File: src/rtl/qpd_decimator_pkg.sv
// Shared types and helpers for the QPD decimator: FSM state encoding and
// full-scale code detection for any sample width up to 32 bits.
package qpd_decimator_pkg;

  typedef enum logic [0:0] {
    StIdle,
    StAccum
  } state_e;

  function automatic logic signed [31:0] pos_full_scale(int unsigned width);
    return (32'sd1 <<< (width - 1)) - 32'sd1;
  endfunction

  function automatic logic signed [31:0] neg_full_scale(int unsigned width);
    return -(32'sd1 <<< (width - 1));
  endfunction

endpackage

File: src/rtl/qpd_decimator_if.sv
// Sample and average bus of the QPD decimator; master drives raw samples,
// slave returns window averages.
interface qpd_decimator_if #(
  parameter int unsigned inputBitSize = 16
) ();

  logic signed [inputBitSize-1:0] XDIFF_in;
  logic signed [inputBitSize-1:0] YDIFF_in;
  logic signed [inputBitSize-1:0] SUM_in;
  logic                           in_valid;
  logic signed [inputBitSize-1:0] XDIFF;
  logic signed [inputBitSize-1:0] YDIFF;
  logic signed [inputBitSize-1:0] SUM;
  logic                           out_valid;
  logic                           clipped;

  modport master (
    output XDIFF_in, YDIFF_in, SUM_in, in_valid,
    input  XDIFF, YDIFF, SUM, out_valid, clipped
  );

  modport slave (
    input  XDIFF_in, YDIFF_in, SUM_in, in_valid,
    output XDIFF, YDIFF, SUM, out_valid, clipped
  );

endinterface

File: src/rtl/decim_channel.sv
// One decimation channel: accumulates samples, emits floor(sum / 2^shift) when
// the window closes, and tracks whether any sample hit a full-scale code.
module decim_channel
  import qpd_decimator_pkg::*;
#(
  parameter int unsigned inputBitSize = 16,
  parameter int unsigned maxLog2Len   = 8
) (
  input  logic                           clk,
  input  logic                           reset,
  input  logic                           clear,
  input  logic                           sample_valid,
  input  logic                           window_last,
  input  logic [3:0]                     shift,
  input  logic signed [inputBitSize-1:0] sample,
  output logic signed [inputBitSize-1:0] avg,
  output logic                           clipped
);

  localparam int unsigned AccW = inputBitSize + maxLog2Len;

  logic signed [AccW-1:0] acc_q;
  logic signed [AccW-1:0] sum;
  logic signed [31:0]     sample_wide;
  logic                   clip_q;
  logic                   full_scale;

  always_comb begin
    sample_wide = 32'(sample);
    full_scale  = (sample_wide == pos_full_scale(inputBitSize)) ||
                  (sample_wide == neg_full_scale(inputBitSize));
    sum         = acc_q + AccW'(sample);
  end

  // The closing sample is folded in directly so the accumulator can restart at zero.
  always_ff @(posedge clk) begin
    if (!reset) begin
      acc_q   <= '0;
      clip_q  <= 1'b0;
      avg     <= '0;
      clipped <= 1'b0;
    end else if (clear) begin
      acc_q  <= '0;
      clip_q <= 1'b0;
    end else if (sample_valid) begin
      if (window_last) begin
        acc_q   <= '0;
        clip_q  <= 1'b0;
        avg     <= inputBitSize'(sum >>> shift);
        clipped <= clip_q | full_scale;
      end else begin
        acc_q  <= sum;
        clip_q <= clip_q | full_scale;
      end
    end
  end

endmodule

File: src/rtl/qpd_decimator.sv
// QPD decimator top: window length register, sample counter and idle/accumulate
// FSM driving three identical averaging channels.
module qpd_decimator
  import qpd_decimator_pkg::*;
#(
  parameter int unsigned inputBitSize = 16,
  parameter int unsigned maxLog2Len   = 8
) (
  input  logic             clk,
  input  logic             reset,
  input  logic             enable,
  input  logic [3:0]       log2_len,
  input  logic             len_update,
  qpd_decimator_if.slave   bus
);

  localparam int unsigned CntW = maxLog2Len + 1;

  state_e            state_q, state_d;
  logic [3:0]        len_q;
  logic [3:0]        len_clamped;
  logic [CntW-1:0]   count_q;
  logic [CntW-1:0]   last_idx;
  logic              clear;
  logic              accept;
  logic              window_last;
  logic              out_valid_q;
  logic [2:0]        clip;

  always_comb begin
    state_d = state_q;
    case (state_q)
      StIdle:  if (enable)  state_d = StAccum;
      StAccum: if (!enable) state_d = StIdle;
      default: state_d = StIdle;
    endcase
  end

  // A length update aborts the window and swallows any coincident sample.
  always_comb begin
    clear       = (state_q == StIdle) || len_update;
    accept      = (state_q == StAccum) && bus.in_valid && !len_update;
    last_idx    = (CntW'(1) << len_q) - CntW'(1);
    window_last = (count_q == last_idx);
    len_clamped = (log2_len > 4'(maxLog2Len)) ? 4'(maxLog2Len) : log2_len;
  end

  always_ff @(posedge clk) begin
    if (!reset) begin
      state_q     <= StIdle;
      len_q       <= '0;
      count_q     <= '0;
      out_valid_q <= 1'b0;
    end else begin
      state_q     <= state_d;
      out_valid_q <= accept && window_last;
      if (len_update) len_q <= len_clamped;
      if (clear) begin
        count_q <= '0;
      end else if (accept) begin
        count_q <= window_last ? '0 : count_q + CntW'(1);
      end
    end
  end

  decim_channel #(
    .inputBitSize (inputBitSize),
    .maxLog2Len   (maxLog2Len)
  ) u_x (
    .clk          (clk),
    .reset        (reset),
    .clear        (clear),
    .sample_valid (accept),
    .window_last  (window_last),
    .shift        (len_q),
    .sample       (bus.XDIFF_in),
    .avg          (bus.XDIFF),
    .clipped      (clip[0])
  );

  decim_channel #(
    .inputBitSize (inputBitSize),
    .maxLog2Len   (maxLog2Len)
  ) u_y (
    .clk          (clk),
    .reset        (reset),
    .clear        (clear),
    .sample_valid (accept),
    .window_last  (window_last),
    .shift        (len_q),
    .sample       (bus.YDIFF_in),
    .avg          (bus.YDIFF),
    .clipped      (clip[1])
  );

  decim_channel #(
    .inputBitSize (inputBitSize),
    .maxLog2Len   (maxLog2Len)
  ) u_s (
    .clk          (clk),
    .reset        (reset),
    .clear        (clear),
    .sample_valid (accept),
    .window_last  (window_last),
    .shift        (len_q),
    .sample       (bus.SUM_in),
    .avg          (bus.SUM),
    .clipped      (clip[2])
  );

  assign bus.out_valid = out_valid_q;
  assign bus.clipped   = |clip;

endmodule

File: src/flat_wrapper.sv
// flat-port wrapper written by rule: the top's interface ports become plain ports
module qpd_decimator_flat import qpd_decimator_pkg::*;
#(
  parameter int unsigned inputBitSize = 16,
  parameter int unsigned maxLog2Len   = 8
)
  (clk, reset, enable, log2_len, len_update, bus_XDIFF_in, bus_YDIFF_in, bus_SUM_in, bus_in_valid, bus_XDIFF, bus_YDIFF, bus_SUM, bus_out_valid, bus_clipped);
  qpd_decimator_if #(.inputBitSize(inputBitSize)) bus_i ();
  input  logic clk;
  input  logic reset;
  input  logic enable;
  input  logic [3:0] log2_len;
  input  logic len_update;
  input wire logic [$bits(bus_i.XDIFF_in)-1:0] bus_XDIFF_in;
  input wire logic [$bits(bus_i.YDIFF_in)-1:0] bus_YDIFF_in;
  input wire logic [$bits(bus_i.SUM_in)-1:0] bus_SUM_in;
  input wire logic [$bits(bus_i.in_valid)-1:0] bus_in_valid;
  output wire logic [$bits(bus_i.XDIFF)-1:0] bus_XDIFF;
  output wire logic [$bits(bus_i.YDIFF)-1:0] bus_YDIFF;
  output wire logic [$bits(bus_i.SUM)-1:0] bus_SUM;
  output wire logic [$bits(bus_i.out_valid)-1:0] bus_out_valid;
  output wire logic [$bits(bus_i.clipped)-1:0] bus_clipped;
  assign bus_i.XDIFF_in = bus_XDIFF_in;
  assign bus_i.YDIFF_in = bus_YDIFF_in;
  assign bus_i.SUM_in = bus_SUM_in;
  assign bus_i.in_valid = bus_in_valid;
  assign bus_XDIFF = bus_i.XDIFF;
  assign bus_YDIFF = bus_i.YDIFF;
  assign bus_SUM = bus_i.SUM;
  assign bus_out_valid = bus_i.out_valid;
  assign bus_clipped = bus_i.clipped;
  qpd_decimator #(.inputBitSize(inputBitSize), .maxLog2Len(maxLog2Len)) u_core (.clk(clk), .reset(reset), .enable(enable), .log2_len(log2_len), .len_update(len_update), .bus(bus_i));
endmodule
File: config.mk
export PLATFORM = sky130hd
export DESIGN_NAME = qpd_decimator_flat
export DESIGN_NICKNAME = d
export VERILOG_FILES = /design/src/rtl/qpd_decimator_pkg.sv /design/src/rtl/qpd_decimator_if.sv /design/src/rtl/decim_channel.sv /design/src/rtl/qpd_decimator.sv /design/src/flat_wrapper.sv
export SDC_FILE = /design/constraint.sdc
export NUM_CORES = 1
export LEC_CHECK = 0
export BUFFER_PORTS_ARGS = -buffer_cell sky130_fd_sc_hd__buf_2
export CAP_MARGIN = 30
export CORE_ASPECT_RATIO = 1.1
export CORE_MARGIN = 10
export CORE_UTILIZATION = 35
export DETAILED_ROUTE_END_ITERATION = 10
export SYNTH_ARGS = -nofsm -noshare
export SYNTH_HDL_FRONTEND = slang
export SYNTH_HIERARCHICAL = 1
export SYNTH_SLANG_ARGS = --single-unit
File: constraint.sdc
create_clock -name clk -period 4.8 [get_ports clk]
set_clock_uncertainty 0.2 [all_clocks]
set_input_delay 0.48 -clock clk [delete_from_list [all_inputs] [get_ports clk]]
set_output_delay 0.48 -clock clk [all_outputs]
set_load 0.05 [all_outputs]
Yosys cells after proc, flatten, opt, wreduce, memory -nomap -nowiden
Index checks and enable logic that the tools add are counted.

word-level totals
  register bits after elaboration = 141

operators by class
  reductions and logical operators = 11
  add/sub/neg operators = 5
  multiplexer cells = 9
  magnitude comparators = 1
  eq/ne operators = 7
  shifts and indexed selects = 4
  bitwise operators = 6

operators with widths
  kind                    count
  $eq A16 B16 Y1 const B  6
  $add A24 B16 Y24        3
  $mux W24                3
  $sshr A24 B4 Y16        3
  $add A9 B1 Y9 const B   1
  $eq A9 B9 Y1            1
  $mux W9                 1
  $shl A1 B4 Y9 const A   1
  $sub A9 B2 Y9 const B   1
  $gt A4 B4 Y1 const B    1
  $logic_or A1 B1 Y1      4
  $mux W1                 4
  $mux W4                 1
  $logic_and A1 B1 Y1     3
  $not A1 Y1              3
  $or A1 B1 Y1            3
  $reduce_and A3 Y1       1
  $reduce_or A3 Y1        1
  $reduce_or A2 Y1        1
  $logic_not A1 Y1        1

Depth between registers and ports, before layout
Gate-level depths: netlist (run 1).

  word-level depth = 4
  gate-level depth with buffers = 20
  mapped depth without buffers = 15

By module
The synthesis (run 1) kept the hierarchy.

modules (own cells, without submodules)
  module                      area an instance (µm²)  instances  cells an instance  seq. area each (µm²)
  decim_channel (u_core.u_y)  4,225.3                 1          545                840.8
  decim_channel (u_core.u_s)  4,210.3                 1          552                840.8
  decim_channel (u_core.u_x)  4,206.5                 1          524                840.8
  qpd_decimator               1,012.2                 1          128                300.3

Least setup slack after synthesis (run 1)
OpenSTA, ideal clock, no wires.

  kind = register to register
  start point = reg u_core.len_q[1]
  end point = reg u_core.u_s.avg[12]
  setup time = 123 ps
  setup slack = 615 ps
  stages on the path, launching flop included = 20
  required time = 4,477 ps
  arrival = 3,862 ps
  cell sequence = dfxtp_1 > buf_2 > nor2_1 > nand3b_1 > ha_1 > or4_4 > a21oi_2 > a31oi_1 > a221o_2 > nor2_8 > clkbuf_1 > nand2_1 > or2_2 > clkbuf_1 > and2_1 > clkbuf_1 > nand2_1 > o311ai_1 > a211oi_1 > a21oi_1

between the ends
  cells in the longest elaborated chain, start to end = 4

ends and longest elaborated chain
  what                                RTL line             source
  start: declaration                  qpd_decimator.sv:20  logic [3:0] len_q;
  start signal: assignment            qpd_decimator.sv:57  if (len_update) len_q <= len_clamped;
  $shl A1 B4 Y9                       qpd_decimator.sv:43  last_idx = (CntW'(1) << len_q) - CntW'(1);
  $sub A9 B2 Y9                       qpd_decimator.sv:43
  $eq A9 B9 Y1                        qpd_decimator.sv:44  window_last = (count_q == last_idx);
  net u_core.window_last              qpd_decimator.sv:26  logic window_last;
  $reduce_and A3 Y1 (no source line)  n/a
  end signal: assignment              decim_channel.sv:49  avg <= inputBitSize'(sum >>> shift);
  end: declaration                    decim_channel.sv:16  output logic signed [inputBitSize-1:0] avg,

The timed path passes the listed nets, and every way through them passes these cells.
A chain may end at the register's enable or synchronous reset.

Worst setup path in the final report (run 1)
  start point = reg u_core.len_q[1]
  end point = reg u_core.u_x.avg[9]

between the ends
  cells in the longest elaborated chain, start to end = 4

ends and longest elaborated chain
  what                                RTL line
  $shl A1 B4 Y9                       qpd_decimator.sv:43
  $sub A9 B2 Y9                       qpd_decimator.sv:43
  $eq A9 B9 Y1                        qpd_decimator.sv:44
  net u_core.window_last              qpd_decimator.sv:26
  $reduce_and A3 Y1 (no source line)  n/a
  end signal: assignment              decim_channel.sv:49
  end: declaration                    decim_channel.sv:16

The timed path passes the listed nets, and every way through them passes these cells.

==> results of run 1 <==
worst reg2reg max path, cell delays in order (launching register included):
cell and delay [ns]:
dfxtp_2 0.32, nor2_1 0.34, nand3b_1 0.13, ha_1 0.35, or4_4 0.47, a21oi_2 0.15
a31oi_1 0.05, a221o_2 0.47, nor2_8 0.23, nand2_1 0.09, or2_2 0.40, nor2_1 0.31
nand2_1 0.16, or3_1 0.33, nand4_1 0.09
per-stage QoR:
| stage | hold WS (ns) | setup slack [ns] | cells | area [um^2] |
|---|---|---|---|---|
| finish | 0.0341 | 0.632 | 2291 | 15100 |
| global placement | 0.240 | 0.684 | 2256 | 14300 |
| CTS | 0.0145 | 0.665 | 2291 | 15100 |
| floorplan | 0.242 | 0.615 | 1749 | 13700 |
| global route | 0.0304 | 0.358 | 2291 | 15100 |
| detailed placement | 0.243 | 0.650 | 2259 | 14400 |
sequential cells by signal, indices dropped and copies added, names as in the netlist:
name and count:
u_core/u_y/avg 16, u_core/state_q 1, u_core/u_x/clip_q 1, u_core/u_y/acc_q 24, u_core/len_q 4, u_core/u_s/acc_q 24, u_core/count_q 9, u_core/u_x/acc_q 24
u_core/u_x/clipped 1, u_core/u_s/clip_q 1, u_core/u_s/avg 16, u_core/u_y/clipped 1, u_core/u_s/clipped 1, u_core/u_y/clip_q 1, u_core/u_x/avg 16, u_core/bus.out_valid 1
power groups by stage:
stage	registers, mW	logic (mW)	clock network (mW)
3_5_place_dp	1.21	0.658	0
2_1_floorplan	1.21	0.483	0
4_1_cts	1.18	0.661	1.66
6_report	1.18	0.675	1.63
5_1_grt	1.18	0.728	1.70
3_3_place_gp	1.21	0.653	0
synthesized netlist by cell type (all sizes together) (22+ instances only):
master  instances  area [um^2]
a21oi         152          787
nor4           22          138
nor3           37          201
nand4          38          238
nor2b          50          313
a31oi          30          194
o211ai         22          170
nand2         145          544
buf            37          250
a22oi          23          173
nand3          35          175
o21ai          75          383
ha             71          888
xnor2          42          383
xor2           32          288
a21o           29          221
mux2i          67          671
nor2          201          773
a211oi         53          408
clkbuf         85          419
inv            34          128
dfxtp         141         2820
worst paths after layout:
path | start | to | slack [ns]
setup / recovery | u_core/len_q[1] | u_core/u_x/avg[9] | 0.63
hold reg to reg | u_core/u_s/avg[9] | u_core/u_s/avg[9] | 0.26
hold / removal | enable | u_core/state_q | 0.03
setup reg to reg | u_core/len_q[1] | u_core/u_x/avg[9] | 0.63
cell families after synthesis:
group / Yosys count
adders and majority gates: 74
AOI/OAI and AO/OA: 562
xor gates and xnor gates: 74
muxes: 102
buffers and inverters: 160
DFF: 141
and+or+nand+nor: 636
metal layers:
| layer | routed length (um) | vias up |
|---|---|---|
| li1 | - | 6682 |
| met1 | 20000 | 6623 |
| met2 | 21000 | 512 |
| met3 | 2930 | 64 |
| met4 | 1050 | 0 |
| met5 | 0 | - |
cells in the final DEF (no fill, tap or decap), types with 25 or more instances in the layout:
master and instances:
nor2_1 199, a21oi_1 147, nand2_1 145, dfxtp_1 137
buf_2 106, ha_1 71, mux2i_1 67, o21ai_0 52
a211oi_1 51, nor2b_1 50, xnor2_1 40, nand4_1 38
nor3_1 35, nand3_1 35, inv_1 31, xor2_1 31
a31oi_1 29, a21o_1 26, buf_4 25
area by class of cell:
type                       instances  area share
timing repair buffer             134      0.0514
sequential                       141       0.188
tap                              500      0.0415
multi-input combinational       1448       0.664
inverter                          36     0.00896
clock buffer                      19      0.0294
clock inverter                    13      0.0173
==> results.sh, run 1 <==
export IMPL_status="completed"
export IMPL_ant_nets=0
export IMPL_hold_path_class="input pin to flop"
export IMPL_cp_max_fo=11
export IMPL_slowest_delay_ns=0.47
export IMPL_clkPwrFrac=0.468
export IMPL_first_pass_iters=6
export IMPL_cts_clk_slew_worst_paths_ns=0.07
export IMPL_dpl_hpwl_um=34100
export IMPL_path_depth=14
export IMPL_final_max_slew_viol_count=0
export IMPL_worstPathArrival_ns=4.36
export IMPL_internal_power_mw=2.46
export IMPL_cts_root_buf="clkbuf_16"
export IMPL_syn_inst=1749
export IMPL_ys_flop_type="dfxtp_1"
export IMPL_fin_crit_ns=4.17
export IMPL_first_iter_violations=1027
export IMPL_grtUsageMet1=0.236
export IMPL_grt_util_met2=0.296
export IMPL_ios=107
export IMPL_muxShareOfSynthArea=0.0953
export IMPL_grt_busiest_layer="met2"
export IMPL_cp_cell_sequence="nor2_1 -> nand3b_1 -> ha_1 -> or4_4 -> a21oi_2 -> a31oi_1 -> a221o_2 -> nor2_8 -> nand2_1 -> or2_2 -> nor2_1 -> nand2_1 -> or3_1 -> nand4_1"
export IMPL_use_met3=0.0314
export IMPL_ys_ff_latch=141
export IMPL_initial_core_util=0.356
export IMPL_p_seq_frac=0.338
export IMPL_finalHoldViolCount=0
export IMPL_antenna_found_initial=0
export IMPL_grt_usage=0.181
export IMPL_critPathTopFamily="simple AND/OR/NAND/NOR gates"
export IMPL_slew_headroom=0.425
export IMPL_setup_tns_ns=0
export IMPL_wirelength_um=45000
export IMPL_multi_input_area_mm2=0.0100
export IMPL_nets=1909
export IMPL_vdd_drop_max_mv=0.270
export IMPL_synth_edf_count=0
export IMPL_yosysSeqAreaShare=0.207
export IMPL_grt_max_degree=66
export IMPL_io_buffers=106
export IMPL_postCtsSetupBuffers=0
export IMPL_synthSimpleGateAreaFrac=0.230
export IMPL_overflow=0
export IMPL_cap_violations=0
export IMPL_clk_latency_ns=0.46
export IMPL_drive_gt1_frac=0.145
export IMPL_synth_top_family_by_area="compound AO/OA/AOI/OAI gates"
export IMPL_cts_inserted_buffers=17
export IMPL_path_buf_inv=0
export IMPL_p_comb_frac=0.194
export IMPL_synth_nets=1880
export IMPL_timing_fmax_mhz=240
export IMPL_synth_fa_ha_area_frac=0.0695
export IMPL_criticalPathCategory="flop to flop"
export IMPL_syn_to_final_growth_pct=10.4
export IMPL_cts_sinks=141
export IMPL_globalplace_congestion=0.922
export IMPL_die_x_um=208
export IMPL_synth_warnings=6
export IMPL_worst_pin_slew_ns=0.862
export IMPL_num_antenna_cells=0
export IMPL_cp_required_ns=4.99
export IMPL_total_power_mw=3.49
export IMPL_clockBufferDepth=2
export IMPL_leakage_nw=6.06
export IMPL_drc=0
export IMPL_seq_area_mm2=0.00283
export IMPL_via_per_inst=6.06
export IMPL_reg2reg_depth=14
export IMPL_hold_depth=2
export IMPL_wl_per_cell_um=19.6
export IMPL_fill_cells=3930
export IMPL_sw_frac_of_total=0.295
export IMPL_cts_resized=0
export IMPL_synth_cell_type_count=115
export IMPL_vias=13900
export IMPL_pwr_density_cell_mw_per_mm2=231
export IMPL_rsz0062_at_grt="false"
export IMPL_synth_xor_xnor_area_share=0.0491
export IMPL_htree_levels=4
export IMPL_avgSynthCellArea_um2=7.81
export IMPL_fp_dieArea_mm2=0.0473
export IMPL_finalCritPeriodShare=0.868
export IMPL_cts_hold_buf=0
export IMPL_syn_area_mm2=0.0137
export IMPL_p_sw_mw=1.03
export IMPL_cp_slowest_cell="or4_4"
export IMPL_tritoncts="done"
export IMPL_grt_pass1_vias=12900
export IMPL_synthArstFlopShare=0
export IMPL_grt_pass1_wl_um=70900
export IMPL_rows=75
export IMPL_endpoint_kind="flop"
export IMPL_die_y_um=227
export IMPL_finalSetupViolations=0
export IMPL_start_kind="flop"
export IMPL_utilization=0.393
export IMPL_synth_compound_area_frac=0.289
export IMPL_core_mm2=0.0384
Power figures use the tool's default switching activity.
==> inputs of run 2 (changes only) <==
- BUFFER_PORTS_ARGS: -buffer_cell sky130_fd_sc_hd__buf_2 -> unset
- DONT_BUFFER_PORTS: unset -> 1
==> run 2 against run 1 <==
Sequential power about the same. Sequential cell count unchanged. Register-to-register slack about the same. Via count down 3.5%. Global-route usage up 0.22 points. Sequential share of layout area up 0.82 points. Highest routed layer unchanged.
==> results.sh, run 2 (synthesized netlist as in run 1, its figures left out) <==
export IMPL_ant_nets=0
export IMPL_criticalPathCategory="flop to flop"
export IMPL_crit_top_cell="nand2_1"
export IMPL_syn_to_final_growth_pct=5.79
export IMPL_clockBufferDepth=2
export IMPL_layout_common_cells="nor2_1, a21oi_1, nand2_1"
export IMPL_cts_clk_slew_worst_paths_ns=0.08
export IMPL_clk_latency_ns=0.46
export IMPL_hold_depth=2
export IMPL_cap_violations=0
export IMPL_antenna_found_initial=2
export IMPL_hold_path_class="input pin to flop"
export IMPL_cts_sinks=141
export IMPL_htree_levels=4
export IMPL_reg2reg_slack_ns=0.64
export IMPL_fp_dieArea_mm2=0.0473
export IMPL_rows=75
export IMPL_top_layer_used="met4"
export IMPL_final_common_cell="nor2_1"
export IMPL_timing_fmax_mhz=240
export IMPL_reg2reg_depth=15
export IMPL_endpoint_kind="flop"
export IMPL_r2r_start="u_core/len_q[1]"
export IMPL_globalplace_congestion=0.911
export IMPL_first_pass_iters=6
export IMPL_rsz0062_at_grt="false"
export IMPL_cts_inserted_buffers=17
export IMPL_final_max_slew_viol_count=0
export IMPL_num_antenna_cells=0
export IMPL_fin_crit_ns=4.16
export IMPL_finalCritPeriodShare=0.867
export IMPL_m1WireLength_um=20000
export IMPL_drc=0
export IMPL_worstPathArrival_ns=4.30
export IMPL_die_y_um=227
export IMPL_top_regs="u_core/u_s/acc_q: 24 flops, u_core/u_x/acc_q: 24 flops, u_core/u_y/acc_q: 24 flops"
export IMPL_path_buf_inv=0
export IMPL_vdd_drop_max_mv=0.255
export IMPL_ios=107
export IMPL_vias=13400
export IMPL_io_buffers=0
export IMPL_pwr_density_cell_mw_per_mm2=218
export IMPL_grt_usage=0.184
export IMPL_finalSetupViolations=0
export IMPL_grt_pass1_vias=12700
export IMPL_core_mm2=0.0384
export IMPL_grt_pass1_wl_um=71200
export IMPL_cp_slowest_cell="or4_4"
export IMPL_critPathTopFamily="simple AND/OR/NAND/NOR gates"
export IMPL_slowest_delay_ns=0.47
export IMPL_tritoncts="done"
export IMPL_first_iter_violations=1057
export IMPL_cp_max_fo=11
export IMPL_worstHoldStart="reset"
export IMPL_nets=1803
export IMPL_multi_input_area_mm2=0.0100
export IMPL_initial_core_util=0.356
export IMPL_cts_root_buf="clkbuf_16"
export IMPL_die_x_um=208
export IMPL_cp_required_ns=4.94
export IMPL_hold_end="u_core/u_y/avg[10]"
export IMPL_wl_met2_um=20700
export IMPL_total_power_mw=3.15
export IMPL_r2r_end="u_core/u_s/avg[12]"
export IMPL_grt_max_degree=66
export IMPL_place_area_mm2=0.0138
export IMPL_overflow=0
export IMPL_status="completed"
export IMPL_wl_per_cell_um=20.6
export IMPL_drive_gt1_frac=0.0890
export IMPL_finalHoldViolCount=0
export IMPL_leakage_nw=5.51
export IMPL_cp_cell_sequence="nor2_1 -> nand3b_1 -> ha_1 -> or4_4 -> a21oi_2 -> a31oi_1 -> a221o_2 -> nor2_8 -> nand2_1 -> or2_2 -> and2_1 -> nand2_1 -> o311ai_1 -> a211oi_1 -> a21oi_1"
export IMPL_via_per_inst=6.13
export IMPL_seq_area_mm2=0.00283
export IMPL_setup_tns_ns=0
export IMPL_worst_pin_slew_ns=0.936
export IMPL_dr_wl_met3_um=3120
export IMPL_fin_area_mm2=0.0144
export IMPL_fill_cells=3957
export IMPL_cts_resized=0
export IMPL_start_kind="flop"
export IMPL_wirelength_um=45100
export IMPL_dpl_hpwl_um=33900
export IMPL_slew_headroom=0.371
==> run 2: cell count changes in the layout (fill, tap and decap cells not counted), sizes merged <==
| cell | previous run | this run |
|---|---|---|
| inv | 36 | 45 |
| bufinv | 7 | 0 |
| buf | 134 | 24 |
| dlygate4sd3 | 0 | 4 |
| clkbuf | 19 | 17 |
==> run 2: worst reg2reg max path: cells and delay by family (launching register included) <==
family / cells / cell delay (ns)
DFF: 1 / 0.34
AOI/OAI and AO/OA: 6 / 1.10
and+or+nand+nor: 8 / 2.09
adders and majority gates: 1 / 0.35
==> run 2: routing by layer <==
layer | up-vias | track usage
li1 | 6469 | -
met1 | 6386 | 0.233
met2 | 467 | 0.297
met3 | 75 | 0.0429
met4 | 0 | 0.0678
met5 | - | 0
==> run 2: what timing repair did <==
| item | in CTS | in global routing |
|---|---|---|
| endpoints found under the hold margin | 33 | 0 |
| buffers inserted | 0 | 0 |
| hold buffers | 5 | 0 |
| setup endpoints to repair | 0 | 0 |
==> run 2: cell type report <==
type	instances	area share
Multi-Input combinational cell	1448	0.693
Clock buffer	17	0.0294
Inverter	36	0.00935
Clock inverter	15	0.0100
Tap cell	500	0.0433
Timing Repair Buffer	28	0.0191
Sequential cell	141	0.196
==> run 2: worst max path at each step <==
stage,start,to,slack (ns),cells past startpoint
after detailed placement,u_core/len_q[1],u_core/u_s/avg[12],0.69,15
after CTS,u_core/len_q[1],u_core/u_s/avg[12],0.69,15
after floorplan,u_core/len_q[1],u_core/u_s/avg[12],0.62,19
after global routing,u_core/len_q[1],u_core/u_s/avg[12],0.38,15
final,u_core/len_q[1],u_core/u_s/avg[12],0.64,15
after global placement,u_core/len_q[1],u_core/u_s/avg[12],0.77,15
==> run 2: through the flow <==
step           setup WS [ns]   util  hold slack [ns]  std cells
3_3_place_gp           0.772  0.358            0.256       2145
2_1_floorplan          0.615      -            0.242       1749
5_1_grt                0.378  0.376           0.0491       2185
6_report               0.638  0.376           0.0466       2185
4_1_cts                0.692  0.376           0.0171       2185
3_5_place_dp           0.694  0.360            0.262       2148
==> run 2: power breakdown <==
part	leakage (nW)	switching, mW	internal (mW)
logic	4.09	0.404	0.228
registers	1.14	0.00728	1.17
clock network	0.279	0.644	0.689
==> inputs of run 3 (changes only) <==
- HOLD_SLACK_MARGIN: unset -> 0.03
- clock period: 4.8 -> 3.7 ns (I/O delays scaled with it)
==> run 3 against run 2 <==
Hold slack improved by 0.012 ns. Via count rose by 3.5%. Final cell count rose by 4.3%. Clock-buffer cell count rose by 5.
==> results.sh, run 3 (synthesized netlist as in run 1, its figures left out) <==
export IMPL_status="completed"
export IMPL_via_per_inst=6.08
export IMPL_overflow=0
export IMPL_vias=13900
export IMPL_criticalPathCategory="flop to flop"
export IMPL_rows=75
export IMPL_slew_headroom=0.420
export IMPL_sw_frac_of_total=0.283
export IMPL_wl_per_cell_um=20.3
export IMPL_fill_cells=3859
export IMPL_fin_area_mm2=0.0155
export IMPL_finalNonFillerCells=2279
export IMPL_pre_cts_ws_ns=-0.102
export IMPL_first_iter_violations=1246
export IMPL_drc=0
export IMPL_core_mm2=0.0384
export IMPL_rsz0062_at_grt="true"
export IMPL_r2r_start="u_core/u_s/acc_q[0]"
export IMPL_endpoint_kind="flop"
export IMPL_hold_depth=3
export IMPL_r2r_end="u_core/u_s/avg[7]"
export IMPL_ant_nets=0
export IMPL_timing_fmax_mhz=279
export IMPL_clockBufferDepth=2
export IMPL_first_pass_iters=5
export IMPL_multi_input_area_mm2=0.0102
export IMPL_internal_power_mw=3.32
export IMPL_p_sw_mw=1.31
export IMPL_hold_end="u_core/u_s/avg[9]"
export IMPL_grt_pass1_wl_um=72700
export IMPL_ios=107
export IMPL_start_kind="flop"
export IMPL_htree_levels=4
export IMPL_fp_dieArea_mm2=0.0473
export IMPL_worst_pin_slew_ns=0.863
export IMPL_hold_path_class="input pin to flop"
export IMPL_dpl_hpwl_um=34700
export IMPL_grt_usage=0.188
export IMPL_worstHoldStart="reset"
export IMPL_worstPathArrival_ns=3.74
export IMPL_grt_max_degree=51
export IMPL_cts_sinks=141
export IMPL_final_common_cell="nor2_1"
export IMPL_pwr_density_cell_mw_per_mm2=299
export IMPL_drive_gt1_frac=0.153
export IMPL_num_antenna_cells=0
export IMPL_cp_max_fo=4
export IMPL_clk_latency_ns=0.46
export IMPL_cts_inserted_buffers=17
export IMPL_antenna_found_initial=0
export IMPL_die_x_um=208
export IMPL_layout_common_cells="nor2_1, a21oi_1, nand2_1"
export IMPL_globalplace_congestion=0.929
export IMPL_tritoncts="done"
export IMPL_fin_crit_ns=3.59
export IMPL_place_area_mm2=0.0144
export IMPL_cap_violations=0
export IMPL_finalSetupViolations=0
export IMPL_cts_root_buf="clkbuf_16"
export IMPL_cts_clk_slew_worst_paths_ns=0.06
export IMPL_clkPwrFrac=0.473
export IMPL_die_y_um=227
export IMPL_seq_area_mm2=0.00283
export IMPL_nets=1897
export IMPL_p_comb_frac=0.197
export IMPL_io_buffers=0
export IMPL_grt_pass1_vias=13000
export IMPL_vdd_drop_max_mv=0.301
export IMPL_reg2reg_slack_ns=0.11
export IMPL_setup_slack_ns=0.111
export IMPL_final_max_slew_viol_count=0
export IMPL_finalCritPeriodShare=0.970
export IMPL_reg2reg_depth=15
export IMPL_p_seq_frac=0.330
export IMPL_initial_core_util=0.356
export IMPL_wirelength_um=46300
export IMPL_setup_tns_ns=0
export IMPL_top_regs="u_core/u_s/acc_q: 24 flops, u_core/u_x/acc_q: 24 flops, u_core/u_y/acc_q: 24 flops"
export IMPL_numPlacedInstances=2228
export IMPL_syn_to_final_growth_pct=13.5
export IMPL_leakage_nw=6.07
export IMPL_cp_required_ns=3.85
export IMPL_finalHoldViolCount=0
-- run 3: layout make-up --
type,count,area share
Timing Repair Buffer,122,0.0644
Clock buffer,22,0.0326
Inverter,36,0.00872
Tap cell,500,0.0404
Clock inverter,10,0.0147
Multi-Input combinational cell,1448,0.656
Sequential cell,141,0.183
-- run 3: timing repair --
action / 4_1_cts / 5_1_grt
pin swaps: 2 / 13
endpoints found under the hold margin: 40 / 2
endpoints found under the setup margin: 1 / 34
gates resized for setup: 0 / 35
buffers inserted: 0 / 9
hold buffers: 9 / 1
-- run 3: power by group through the flow --
stage / registers [mW] / logic [mW] / clock network (mW)
2_1_floorplan: 1.56 / 0.631 / 0
3_3_place_gp: 1.56 / 0.835 / 0
3_5_place_dp: 1.56 / 0.846 / 0
4_1_cts: 1.53 / 0.869 / 2.23
5_1_grt: 1.53 / 0.986 / 2.29
6_report: 1.53 / 0.914 / 2.19
-- run 3: critical path: stages (launching register included) --
cell and delay [ns]:
dfxtp_1 0.32, ha_1 0.21, fa_1 0.39, a21o_1 0.21
a221oi_4 0.37, buf_4 0.18, nand4b_1 0.17, a311oi_1 0.15
a311oi_2 0.29, buf_4 0.17, a222oi_1 0.06, buf_4 0.20
buf_4 0.13, nor2_1 0.07, o21ai_0 0.08, a32o_1 0.28
-- run 3: how the worst max path moves through the flow --
| stage | from | endpoint | slack (ns) | cells past startpoint |
|---|---|---|---|---|
| floorplan | u_core/len_q[1] | u_core/u_s/avg[12] | -0.05 | 19 |
| global placement | bus_YDIFF_in[0] | u_core/u_y/avg[12] | -0.05 | 11 |
| detailed placement | bus_YDIFF_in[0] | u_core/u_y/avg[12] | -0.10 | 11 |
| CTS | u_core/u_y/acc_q[0] | u_core/u_y/avg[12] | 0.01 | 11 |
| global route | u_core/u_y/acc_q[0] | u_core/u_y/avg[5] | -0.02 | 12 |
| finish | u_core/u_s/acc_q[0] | u_core/u_s/avg[7] | 0.11 | 15 |
-- run 3: through the flow --
stage	utilization	hold slack [ns]	power [mW]
5_1_grt	0.404	0.0482	4.81
6_report	0.404	0.0584	4.64
2_1_floorplan	-	0.242	2.20
4_1_cts	0.398	0.0463	4.63
3_3_place_gp	0.374	0.248	2.40
3_5_place_dp	0.376	0.265	2.41
-- run 3: layer usage --
metal / vias to the layer above / wire (um) / GRT usage
met4: 0 / 1250 / 0.0730
met3: 75 / 2850 / 0.0388
met5: - / 0 / 0
li1: 6670 / - / -
met2: 458 / 21700 / 0.308
met1: 6663 / 20500 / 0.238
